File: src/rtl/gen_master_arbiter_if.sv
// Avalon-MM bundle between NUM_REQ generator masters, the arbiter and the SDRAM bridge.
// The arbiter takes the slave modport; the surrounding environment takes the master modport.
interface gen_master_arbiter_if #(
   parameter int unsigned NUM_REQ = 4,
   parameter int unsigned ADDR_W  = 32,
   parameter int unsigned DATA_W  = 32
);
   logic [NUM_REQ*ADDR_W-1:0] req_address;
   logic [NUM_REQ-1:0]        req_read;
   logic [NUM_REQ-1:0]        req_write;
   logic [NUM_REQ*DATA_W-1:0] req_writedata;
   logic [NUM_REQ-1:0]        req_waitrequest;
   logic [DATA_W-1:0]         req_readdata;
   logic [NUM_REQ-1:0]        req_readdatavalid;
   logic [ADDR_W-1:0]         master_address;
   logic                      master_read;
   logic                      master_write;
   logic [DATA_W-1:0]         master_writedata;
   logic                      master_waitrequest;
   logic [DATA_W-1:0]         master_readdata;
   logic                      master_readdatavalid;

   modport slave (
      input  req_address, req_read, req_write, req_writedata,
      output req_waitrequest, req_readdata, req_readdatavalid,
      output master_address, master_read, master_write, master_writedata,
      input  master_waitrequest, master_readdata, master_readdatavalid
   );

   modport master (
      output req_address, req_read, req_write, req_writedata,
      input  req_waitrequest, req_readdata, req_readdatavalid,
      input  master_address, master_read, master_write, master_writedata,
      output master_waitrequest, master_readdata, master_readdatavalid
   );
endinterface

File: src/rtl/gen_master_arbiter.sv
// Round-robin sharing of one Avalon-MM SDRAM port between NUM_REQ move-generator masters,
// with in-order read-return routing. Define ARB_LOCK_EN to keep a grant for up to LOCK_MAX commands.
module gen_master_arbiter #(
   parameter int unsigned NUM_REQ       = 4,
   parameter int unsigned ADDR_W        = 32,
   parameter int unsigned DATA_W        = 32,
   parameter int unsigned RD_FIFO_DEPTH = 8,
   parameter int unsigned LOCK_MAX      = 16
) (
   input  logic                 clk,
   input  logic                 rst,
   gen_master_arbiter_if.slave  bus,
   output logic                 rd_err
);
   localparam int unsigned ID_W  = (NUM_REQ > 1) ? $clog2(NUM_REQ) : 1;
   localparam int unsigned PTR_W = (RD_FIFO_DEPTH > 1) ? $clog2(RD_FIFO_DEPTH) : 1;
   localparam int unsigned CNT_W = PTR_W + 1;

   localparam logic [0:0] ST_IDLE  = 1'b0;
   localparam logic [0:0] ST_GRANT = 1'b1;

   logic [0:0]         state, state_nx;
   logic [ID_W-1:0]    grant_id, grant_nx;
   logic [ID_W-1:0]    rr_ptr, rr_nx;
   logic [ID_W-1:0]    next_id;
   logic [ID_W-1:0]    pick_id;
   logic               pick_found;
   logic [NUM_REQ-1:0] req_any;
   logic               g_read, g_write, stall, accept, push, pop;
   logic [NUM_REQ-1:0] rdv_nx;

   logic [ID_W-1:0]    fifo_mem [RD_FIFO_DEPTH];
   logic [PTR_W-1:0]   wr_ptr, rd_ptr;
   logic [CNT_W-1:0]   count;
   logic               fifo_full, fifo_empty;

`ifdef ARB_LOCK_EN
   localparam int unsigned LCK_W = (LOCK_MAX > 1) ? $clog2(LOCK_MAX) : 1;
   logic [LCK_W-1:0]   lock_cnt, lock_nx;
`endif

   assign req_any    = bus.req_read | bus.req_write;
   assign fifo_full  = (count == CNT_W'(RD_FIFO_DEPTH));
   assign fifo_empty = (count == '0);
   assign next_id    = (grant_id == ID_W'(NUM_REQ - 1)) ? '0 : grant_id + ID_W'(1);

   // First requester at or after the round-robin pointer
   always_comb begin
      pick_id    = rr_ptr;
      pick_found = 1'b0;
      for (int unsigned k = 0; k < NUM_REQ; k++) begin
         if (!pick_found && req_any[ID_W'((32'(rr_ptr) + k) % NUM_REQ)]) begin
            pick_id    = ID_W'((32'(rr_ptr) + k) % NUM_REQ);
            pick_found = 1'b1;
         end
      end
   end

   // Granted requester's command; a simultaneous read and write resolves to the read
   assign g_read  = bus.req_read[grant_id];
   assign g_write = bus.req_write[grant_id] & ~bus.req_read[grant_id];
   assign stall   = g_read & fifo_full;

   always_comb begin
      state_nx                 = state;
      grant_nx                 = grant_id;
      rr_nx                    = rr_ptr;
`ifdef ARB_LOCK_EN
      lock_nx                  = lock_cnt;
`endif
      accept                   = 1'b0;
      bus.master_address       = '0;
      bus.master_writedata     = '0;
      bus.master_read          = 1'b0;
      bus.master_write         = 1'b0;
      bus.req_waitrequest      = '1;
      case (state)
         ST_IDLE: begin
            if (pick_found) begin
               grant_nx = pick_id;
               state_nx = ST_GRANT;
            end
         end
         ST_GRANT: begin
            bus.master_address         = bus.req_address[32'(grant_id)*ADDR_W +: ADDR_W];
            bus.master_writedata       = bus.req_writedata[32'(grant_id)*DATA_W +: DATA_W];
            bus.master_read            = g_read & ~stall;
            bus.master_write           = g_write;
            bus.req_waitrequest[grant_id] = bus.master_waitrequest | stall;
            accept = (bus.master_read | bus.master_write) & ~bus.master_waitrequest;
            if (accept) begin
               rr_nx = next_id;
`ifdef ARB_LOCK_EN
               if (lock_cnt == LCK_W'(LOCK_MAX - 1)) begin
                  state_nx = ST_IDLE;
                  lock_nx  = '0;
               end else begin
                  lock_nx  = lock_cnt + LCK_W'(1);
               end
`else
               state_nx = ST_IDLE;
`endif
            end else if (!(g_read | g_write)) begin
               state_nx = ST_IDLE;
`ifdef ARB_LOCK_EN
               lock_nx  = '0;
`endif
            end
         end
         default: state_nx = ST_IDLE;
      endcase
   end

   assign push = accept & bus.master_read;
   assign pop  = bus.master_readdatavalid & ~fifo_empty;

   // One-hot return routing from the oldest outstanding issuer
   always_comb begin
      rdv_nx = '0;
      for (int unsigned i = 0; i < NUM_REQ; i++) begin
         rdv_nx[i] = pop & (fifo_mem[rd_ptr] == ID_W'(i));
      end
   end

   always_ff @(posedge clk) begin
      if (rst) begin
         state                 <= ST_IDLE;
         grant_id              <= '0;
         rr_ptr                <= '0;
         wr_ptr                <= '0;
         rd_ptr                <= '0;
         count                 <= '0;
         rd_err                <= 1'b0;
         bus.req_readdatavalid <= '0;
         bus.req_readdata      <= '0;
`ifdef ARB_LOCK_EN
         lock_cnt              <= '0;
`endif
      end else begin
         state    <= state_nx;
         grant_id <= grant_nx;
         rr_ptr   <= rr_nx;
`ifdef ARB_LOCK_EN
         lock_cnt <= lock_nx;
`endif
         if (push) begin
            fifo_mem[wr_ptr] <= grant_id;
            wr_ptr           <= wr_ptr + PTR_W'(1);
         end
         if (pop) rd_ptr <= rd_ptr + PTR_W'(1);
         case ({push, pop})
            2'b10:   count <= count + CNT_W'(1);
            2'b01:   count <= count - CNT_W'(1);
            default: count <= count;
         endcase
         if (bus.master_readdatavalid && fifo_empty) rd_err <= 1'b1;
         bus.req_readdatavalid <= rdv_nx;
         if (pop) bus.req_readdata <= bus.master_readdata;
      end
   end
endmodule

File: src/flat_wrapper.sv
// flat-port wrapper written by rule: the top's interface ports become plain ports
module gen_master_arbiter_flat 
#(
   parameter int unsigned NUM_REQ       = 4,
   parameter int unsigned ADDR_W        = 32,
   parameter int unsigned DATA_W        = 32,
   parameter int unsigned RD_FIFO_DEPTH = 8,
   parameter int unsigned LOCK_MAX      = 16
)
  (clk, rst, rd_err, bus_req_address, bus_req_read, bus_req_write, bus_req_writedata, bus_req_waitrequest, bus_req_readdata, bus_req_readdatavalid, bus_master_address, bus_master_read, bus_master_write, bus_master_writedata, bus_master_waitrequest, bus_master_readdata, bus_master_readdatavalid);
  gen_master_arbiter_if #(.NUM_REQ(NUM_REQ), .ADDR_W(ADDR_W), .DATA_W(DATA_W)) bus_i ();
  input  logic clk;
  input  logic rst;
  output logic rd_err;
  input wire logic [$bits(bus_i.req_address)-1:0] bus_req_address;
  input wire logic [$bits(bus_i.req_read)-1:0] bus_req_read;
  input wire logic [$bits(bus_i.req_write)-1:0] bus_req_write;
  input wire logic [$bits(bus_i.req_writedata)-1:0] bus_req_writedata;
  output wire logic [$bits(bus_i.req_waitrequest)-1:0] bus_req_waitrequest;
  output wire logic [$bits(bus_i.req_readdata)-1:0] bus_req_readdata;
  output wire logic [$bits(bus_i.req_readdatavalid)-1:0] bus_req_readdatavalid;
  output wire logic [$bits(bus_i.master_address)-1:0] bus_master_address;
  output wire logic [$bits(bus_i.master_read)-1:0] bus_master_read;
  output wire logic [$bits(bus_i.master_write)-1:0] bus_master_write;
  output wire logic [$bits(bus_i.master_writedata)-1:0] bus_master_writedata;
  input wire logic [$bits(bus_i.master_waitrequest)-1:0] bus_master_waitrequest;
  input wire logic [$bits(bus_i.master_readdata)-1:0] bus_master_readdata;
  input wire logic [$bits(bus_i.master_readdatavalid)-1:0] bus_master_readdatavalid;
  assign bus_i.req_address = bus_req_address;
  assign bus_i.req_read = bus_req_read;
  assign bus_i.req_write = bus_req_write;
  assign bus_i.req_writedata = bus_req_writedata;
  assign bus_req_waitrequest = bus_i.req_waitrequest;
  assign bus_req_readdata = bus_i.req_readdata;
  assign bus_req_readdatavalid = bus_i.req_readdatavalid;
  assign bus_master_address = bus_i.master_address;
  assign bus_master_read = bus_i.master_read;
  assign bus_master_write = bus_i.master_write;
  assign bus_master_writedata = bus_i.master_writedata;
  assign bus_i.master_waitrequest = bus_master_waitrequest;
  assign bus_i.master_readdata = bus_master_readdata;
  assign bus_i.master_readdatavalid = bus_master_readdatavalid;
  gen_master_arbiter #(.NUM_REQ(NUM_REQ), .ADDR_W(ADDR_W), .DATA_W(DATA_W), .RD_FIFO_DEPTH(RD_FIFO_DEPTH), .LOCK_MAX(LOCK_MAX)) u_core (.clk(clk), .rst(rst), .bus(bus_i), .rd_err(rd_err));
endmodule
File: config.mk
export PLATFORM = sky130hd
export DESIGN_NAME = gen_master_arbiter_flat
export DESIGN_NICKNAME = d
export VERILOG_FILES = /design/src/rtl/gen_master_arbiter_if.sv /design/src/rtl/gen_master_arbiter.sv /design/src/flat_wrapper.sv
export SDC_FILE = /design/constraint.sdc
export NUM_CORES = 1
export LEC_CHECK = 0
export ABC_AREA = 1
export CAP_MARGIN = 20
export CORE_AREA = 2 2 160 162
export CTS_BUF_LIST = sky130_fd_sc_hd__clkbuf_4
export CTS_CLUSTER_DIAMETER = 100
export DETAILED_ROUTE_END_ITERATION = 12
export DIE_AREA = 0 0 162 164
export MAX_ROUTING_LAYER = met4
export PLACE_DENSITY_LB_ADDON = 0.15
export SLEW_MARGIN = 20
export SYNTH_ARGS = -nofsm -noshare
export SYNTH_HDL_FRONTEND = slang
export SYNTH_SLANG_ARGS = --single-unit
File: constraint.sdc
create_clock -name clk -period 3 [get_ports clk]
set_input_delay 0.9 -clock clk [delete_from_list [all_inputs] [get_ports clk]]
set_output_delay 0.9 -clock clk [all_outputs]
set_load 0.02 [all_outputs]
==> results of run 1 <==
-- metal layers --
metal | share of wire [%] | wire length, µm | vias to the layer above
met4 | 3.5 | 962 | 0
met1 | 39 | 10620 | 3229
met2 | 51 | 14170 | 251
met5 | 0 | 0 | -
met3 | 6.4 | 1768 | 49
li1 | - | - | 3748
-- flip-flops by register name (all words and copies together) (netlist names), named ones only --
register and cells:
u_core.rd_ptr 3, u_core.count 4, u_core.rr_ptr 2, u_core.wr_ptr 3
u_core.bus.req_readdatavalid 4, u_core.grant_id 2, u_core.fifo_mem 16, u_core.bus.req_readdata 32
u_core.state 1, u_core.rd_err 1
-- where the power goes --
part / switching (µW) / internal (µW) / total [µW] / leakage (µW)
Combinational: 2000 / 1540 / 3540 / 0.00332
Clock: 332 / 266 / 599 / 0.0000781
Sequential: 178 / 1260 / 1440 / 0.000599
-- critical path: stages --
cell	delay (ns)
clkdlybuf4s50_1	0.46
nor2_1	0.04
nor2_1	0.06
o21ai_0	0.13
a21oi_2	0.28
buf_12	0.16
-- metrics by stage --
| step | utilization, % | std cells | instance area (µm²) |
|---|---|---|---|
| after floorplan | - | 905 | 5320 |
| after global placement | 39.74 | 1610 | 9863 |
| after detailed placement | 39.74 | 1610 | 9863 |
| after CTS | 40.17 | 1626 | 9971 |
| after global routing | 39.47 | 1632 | 9797 |
| final | 39.47 | 1632 | 9797 |
-- repair_timing --
item,CTS,global route
setup endpoints to repair,62,60
setup buffers,0,2
gates cloned,0,1
gates resized for setup,122,97
pin swaps,7,5
-- layout make-up --
class | count | area, µm² | area share (%)
Clock buffer | 11 | 82.58 | 0.8429
Timing Repair Buffer | 443 | 4173 | 42.59
Inverter | 30 | 120.1 | 1.226
Clock inverter | 5 | 48.80 | 0.4981
Tap cell | 330 | 412.9 | 4.215
Antenna cell | 3 | 7.507 | 0.07663
Sequential cell | 71 | 1587 | 16.19
Multi-Input combinational cell | 739 | 3366 | 34.36
-- cell usage after synthesis --
master	n	area share, %
a21oi_1	79	7.4
buf_1	11	0.78
buf_2	18	1.7
buf_4	2	0.28
buf_6	1	0.21
clkbuf_1	33	2.3
dfxtp_1	55	21
edfxtp_1	16	9.0
fa_1	1	0.38
ha_1	9	2.1
inv_1	25	1.8
inv_2	3	0.21
inv_4	1	0.12
inv_6	1	0.16
nand2_1	65	4.6
nand2_2	7	0.82
nand3_1	18	1.7
nand3_2	4	0.75
nand4_1	3	0.35
nor2_1	356	25
nor2_2	3	0.35
nor2_4	1	0.21
nor3_1	2	0.19
nor3_2	1	0.19
nor3_4	1	0.31
o21ai_0	178	17
o21ai_1	3	0.28
o21ai_2	1	0.16
o22ai_1	4	0.47
o22ai_2	1	0.24
or2_4	1	0.16
xnor2_1	1	0.16
-- cell families (layout without fill, tap and decap cells) --
group           count (synthesis)  in the layout  synth area share, %
simple gates                  462            462                34.74
compound gates                266            266                25.33
buf+inv                        95            489                7.549
flops                          71             71                29.73
fa+ha+maj                      10             10                2.493
xor+xnor                        1              1               0.1647
other cells                     0              3                    0
-- path summary, 6_finish.rpt --
| kind | startpoint | end | cells after the start |
|---|---|---|---|
| setup / recovery | bus_req_writedata[28] | bus_master_writedata[28] | 6 |
| hold / removal | u_core.rd_ptr[2] | flip-flop | 1 |
| setup reg to reg | u_core.grant_id[0] | u_core.count[3] | 16 |
| hold reg to reg | u_core.rd_ptr[2] | flip-flop | 1 |
-- layout by cell type, fill, tap and decap left out, types with 3 or more instances in the layout --
cell type and instances:
nor2_1 354, clkdlybuf4s50_1 331, o21ai_0 176, a21oi_1 76, nand2_1 64, dfxtp_1 53, clkbuf_2 42, buf_4 39
inv_1 24, nand3_1 18, edfxtp_1 16, buf_2 13, clkbuf_4 11, ha_1 9, buf_12 8, nand2_2 7
o21ai_1 5, dlygate4sd2_1 5, inv_2 4, nand3_2 4, nor2_2 4, o22ai_1 4, diode_2 3, a21oi_2 3
nand4_1 3, clkinv_2 3
==> qor.txt, run 1 <==
outcome = complete, no violations
htree depth = 3
hold_buf cts = 0
filler instances = 2791
worst-margin pin slew = 0.4190 ns
FP Rows = 58
WS Path Type = input pin to primary output
post-route worst setup slack = 0.06785 ns
final layout net count = 1604
ANT nets after route = 0
final wirelength = 27520 µm
Worst-Skew Late Latency = 0.42 ns
Yosys warnings = 0
Max clock buf depth = 2
initial antenna violation count = 3
routability cong. = 0.8795
Power Total = 5575 µW
Slew Limit Headroom = 72.07%
Root Driver = clkbuf_4
largest net degree at the start of global routing = 66
cells after synthesis = 905
Core Area = 24820 µm²
WP data arrival = 2.03 ns
first-pass GRT wire length = 40300 µm
CTS tree = yes
GRT met1 Usage = 21.71%
Cell Area, Synth = 5320 µm²
Layout area overhead = 84.15%
Initial Utilization = 21.44%
Worst Path Max Fanout = 1
DRC = 0
upper clock frequency limit = 0.3410 GHz
Min-Delay Path Class = flip-flop to flip-flop
met3 Resource Use GR = 4.874%
clk slew on worst S/H paths = 0.11 ns
Place WS = -0.5801 ns
Worst Setup Start Kind = input pin
number of buffers created by CTS = 9
Final Cycle Share = 97.74%
TritonRoute pass-1 iters = 5
GRT Util Overall = 20.33%
GRT busiest layer = met2
met2 Resource Use GR = 36.23%
DRT iter0 DRCs = 333
Cell variety after synth = 32
routed vias = 7277
FF-to-FF setup slack = 0.43 ns
Final min period = 2.932 ns
power density over cell area = 569.1 nW/µm²
Vias/cell = 4.459
Syn Nets = 1215
Hold Slack = 0.4453 ns
Final setup viols = 0
maximum vdd ir drop = 0.4739 mV
post-synthesis sequential area ratio = 29.73%
setup TNS = 0 ns
P_leak = 0.003994 µW
Hold Vio Cnt, Final = 0
pins over their slew limit = 0
RSZ-0062 raised after global routing = yes
Die W = 162 µm
drt wl/cell = 16.86 µm
share of cells above drive strength 1 = 11.93%
skew final = 0.01078 ns
die height = 164 µm
grt ovf = 0
CTS Sinks = 71
Worst setup EP type = primary output
max-cap viol count = 0
hpwl dp = 21600 µm
port buffer count = 406
vias in the first global route = 7107
post-synthesis register bit count = 71
die area = 26570 µm²
# IOs = 407
synthesized area per cell = 5.879 µm²
WP data required = 2.10 ns
No activity file was read; power rests on OpenSTA's default activity.
==> run 2: changes to the inputs <==
- ABC_AREA: 1 -> not set
==> run 2 against run 1 <==
Net effect:
- the flow now finishes with violations (negative setup slack)
- worst setup slack worse by 0.098 ns
- maximum frequency is 3.2% lower
- wire length is 15% lower
- sequential share of layout area is 0.65 points lower
- final area is 4.4% higher
- clock power is 3.7% higher
- core utilization is 1.7 points higher
- global-route usage is 2.5 points lower
- combinational power is 42% lower
- critical path type unchanged
- critical endpoint is now bus_req_waitrequest[3]
- largest cell class unchanged
==> qor.txt, run 2 <==
outcome = complete, but fails checks (was complete, no violations)
violated checks = negative setup slack
drt wl/cell = 18.95 µm (was 16.86 µm)
Worst-Skew Late Latency = 0.42 ns (about the same)
ys async rst share = 0% (unchanged)
CTS Sinks = 71 (unchanged)
crit-path cells = buf_2 -> mux4_2 -> and3_4 -> nor2b_4 -> buf_6 -> nand2_2 -> buf_6 (was clkdlybuf4s50_1 -> nor2_1 -> nor2_1 -> o21ai_0 -> a21oi_2 -> buf_12)
filler instances = 2489 (was 2791)
maximum vdd ir drop = 0.1753 mV (was 0.4739 mV)
grt ovf = 0 (unchanged)
CP max stage cell = mux4_2 (was clkdlybuf4s50_1)
Slew Limit Headroom = 63.92% (was 72.07%)
commonest cells after routing, fill and taps aside = clkdlybuf4s50_1, nand2_1, mux4_2 (was nor2_1, clkdlybuf4s50_1, o21ai_0)
Final setup viols = 5 (was 0)
Top Registers = u_core.bus.req_readdata x32, u_core.fifo_mem x16 (unchanged)
max-cap viol count = 0 (unchanged)
commonest non-fill, non-tap cell in the layout = clkdlybuf4s50_1 (was nor2_1)
Worst Path Max Fanout = 4 (was 1)
Yosys top cell area share = 32.33% (was 25.12%)
Final Util = 41.22% (was 39.47%)
CTS tree = yes (unchanged)
FP Rows = 58 (unchanged)
Core Area = 24820 µm² (unchanged)
routability cong. = 0.7957 (was 0.8795)
htree depth = 3 (unchanged)
port buffer count = 406 (unchanged)
FF-to-FF setup slack = 0.26 ns (was 0.43 ns)
routed vias = 5332 (was 7277)
CP dominant cell by count = buf_6 (was nor2_1)
Syn Nets = 772 (was 1215)
commonest cells in the netlist = nand2_1, mux4_2, and2_1, dfxtp_1, a21oi_1 (was nor2_1, o21ai_0, a21oi_1, nand2_1, dfxtp_1)
setup TNS = -0.1123 ns (was 0 ns)
post-route worst setup slack = -0.02983 ns (was 0.06785 ns)
Worst setup EP type = primary output (unchanged)
Final Cycle Share = 101.0% (was 97.74%)
DRC = 0 (unchanged)
synthesized area per cell = 10.55 µm² (was 5.879 µm²)
Yosys top cell by area = mux4_2 (was nor2_1)
TritonRoute pass-1 iters = 4 (was 5)
most frequent cell after synthesis = nand2_1 (was nor2_1)
hpwl dp = 18990 µm (was 21600 µm)
initial antenna violation count = 5 (was 3)
Root Driver = clkbuf_4 (unchanged)
Hold Vio Cnt, Final = 0 (unchanged)
first-pass GRT wire length = 34240 µm (was 40300 µm)
Die W = 162 µm (unchanged)
die height = 164 µm (unchanged)
max incr delay on CP = 0.51 ns (was 0.46 ns)
Yosys warnings = 0 (unchanged)
# IOs = 407 (unchanged)
cells after synthesis = 462 (was 905)
upper clock frequency limit = 0.3301 GHz (was 0.3410 GHz)
number of buffers created by CTS = 9 (unchanged)
skew final = 0.01093 ns (was 0.01078 ns)
RSZ-0062 raised after global routing = yes (unchanged)
DRT iter0 DRCs = 228 (was 333)
worst-margin pin slew = 0.5362 ns (was 0.4190 ns)
die area = 26570 µm² (unchanged)
Area contributors post-synth = mux4_2, dfxtp_1, edfxtp_1 (was nor2_1, dfxtp_1, o21ai_0)
WS Path Type = input pin to primary output (unchanged)
Max clock buf depth = 2 (unchanged)
share of cells above drive strength 1 = 31.75% (was 11.93%)
post-synthesis sequential area ratio = 32.44% (was 29.73%)
Largest Register = u_core.bus.req_readdata (unchanged)
Final min period = 3.030 ns (was 2.932 ns)
post-synthesis register bit count = 71 (unchanged)
WP data required = 2.10 ns (about the same)
clk slew on worst S/H paths = 0.11 ns (about the same)
vias in the first global route = 5681 (was 7107)
hold_buf cts = 0 (unchanged)
EDFF count, synth = 16 (unchanged)
Worst Setup Start Kind = input pin (unchanged)
top_reg_cell synth = dfxtp_1 (unchanged)
GRT Util Overall = 17.84% (was 20.33%)
WP data arrival = 2.13 ns (was 2.03 ns)
Cell variety after synth = 41 (was 32)
power density over cell area = 377.7 nW/µm² (was 569.1 nW/µm²)
P_leak = 0.003976 µW (was 0.003994 µW)
ANT nets after route = 0 (unchanged)
Layout area overhead = 109.8% (was 84.15%)
pins over their slew limit = 0 (unchanged)
final wirelength = 23480 µm (was 27520 µm)
Initial Utilization = 19.65% (was 21.44%)
max reg flops = 32 (unchanged)
largest net degree at the start of global routing = 38 (was 66)
Vias/cell = 4.303 (was 4.459)
Cell Area, Synth = 4876 µm² (was 5320 µm²)
Min-Delay Path Class = flip-flop to flip-flop (unchanged)
final layout net count = 1209 (was 1604)
[run 2: changes by cell type after synthesis, moves of 20 or more]
| cell | previous run | this run |
|---|---|---|
| mux4_2 | 0 | 70 |
| o21ai_0 | 178 | 6 |
| a21oi_1 | 79 | 40 |
| inv_1 | 25 | 5 |
| and2_1 | 0 | 66 |
| nor2_1 | 356 | 28 |
[run 2: layer usage]
| layer | routed length (µm) | GRT usage (%) |
|---|---|---|
| met1 | 8247 | 18.45 |
| met2 | 13030 | 32.92 |
| met3 | 1853 | 5.657 |
| met4 | 348 | 4.304 |
| met5 | 0 | - |
[run 2: per-stage QoR]
| stage | hold slack, ns | total power [µW] | instances | setup slack [ns] | instance area (µm²) |
|---|---|---|---|---|---|
| finish | 0.4583 | 3864 | 1239 | -0.02983 | 10230 |
| detailed placement | 0.4462 | 3147 | 1202 | -0.9488 | 9574 |
| global route | 0.4840 | 4126 | 1239 | -0.09609 | 10230 |
| floorplan | 0.4541 | 2134 | 462 | 0.009777 | 4892 |
| CTS | 0.4638 | 3841 | 1232 | -0.1021 | 9857 |
| global placement | 0.4416 | 3144 | 1202 | -0.9137 | 9574 |
[run 2: cell type report]
type / count / area, µm² / area share, %
tap: 330 / 412.9 / 4.036
multi-input combinational: 348 / 3288 / 32.14
sequential: 71 / 1590 / 15.55
clock buffer: 9 / 67.56 / 0.6605
timing repair buffer: 462 / 4758 / 46.51
clock inverter: 7 / 72.57 / 0.7094
inverter: 7 / 27.53 / 0.2691
antenna: 5 / 12.51 / 0.1223
[run 2: cells by family (layout without fill, tap and decap cells)]
kind of cell / after synthesis / in the layout / synth area share (%)
AND/OR/NAND/NOR: 200 / 200 / 20.12
multiplexers: 74 / 74 / 33.15
flip-flops: 71 / 71 / 32.44
AO/OA/AOI/OAI: 57 / 57 / 6.441
buffers and inverters: 43 / 485 / 3.875
adder cells (fa/ha/maj): 10 / 10 / 2.720
XOR/XNOR: 7 / 7 / 1.257
other: 0 / 5 / 0
[run 2: timing repair]
item	CTS	global route
endpoints found under the setup margin	71	64
cloned	4	2
setup buffers	10	2
pin swaps	4	0
resized for setup	404	122
[run 2: worst paths after layout]
path                                   start                    endpoint  depth (start not counted)
setup / recovery             bus_req_read[2]      bus_req_waitrequest[3]                          7
setup reg to reg          u_core.grant_id[0]             u_core.count[3]                         12
hold reg to reg   u_core.bus.req_readdata[1]  u_core.bus.req_readdata[1]                          2
hold / removal    u_core.bus.req_readdata[1]  u_core.bus.req_readdata[1]                          2
[run 2: power breakdown]
part / leakage, µW / internal [µW] / switching (µW)
sequential: 0.000597 / 1100 / 85.6
clock: 0.0000723 / 255 / 366
combinational: 0.00331 / 1180 / 876
[run 2: critical path, delay by kind of cell]
| family | cells | cell delay [ns] |
|---|---|---|
| multiplexers | 1 | 0.51 |
| buffers and inverters | 3 | 0.38 |
| AND/OR/NAND/NOR | 3 | 0.35 |
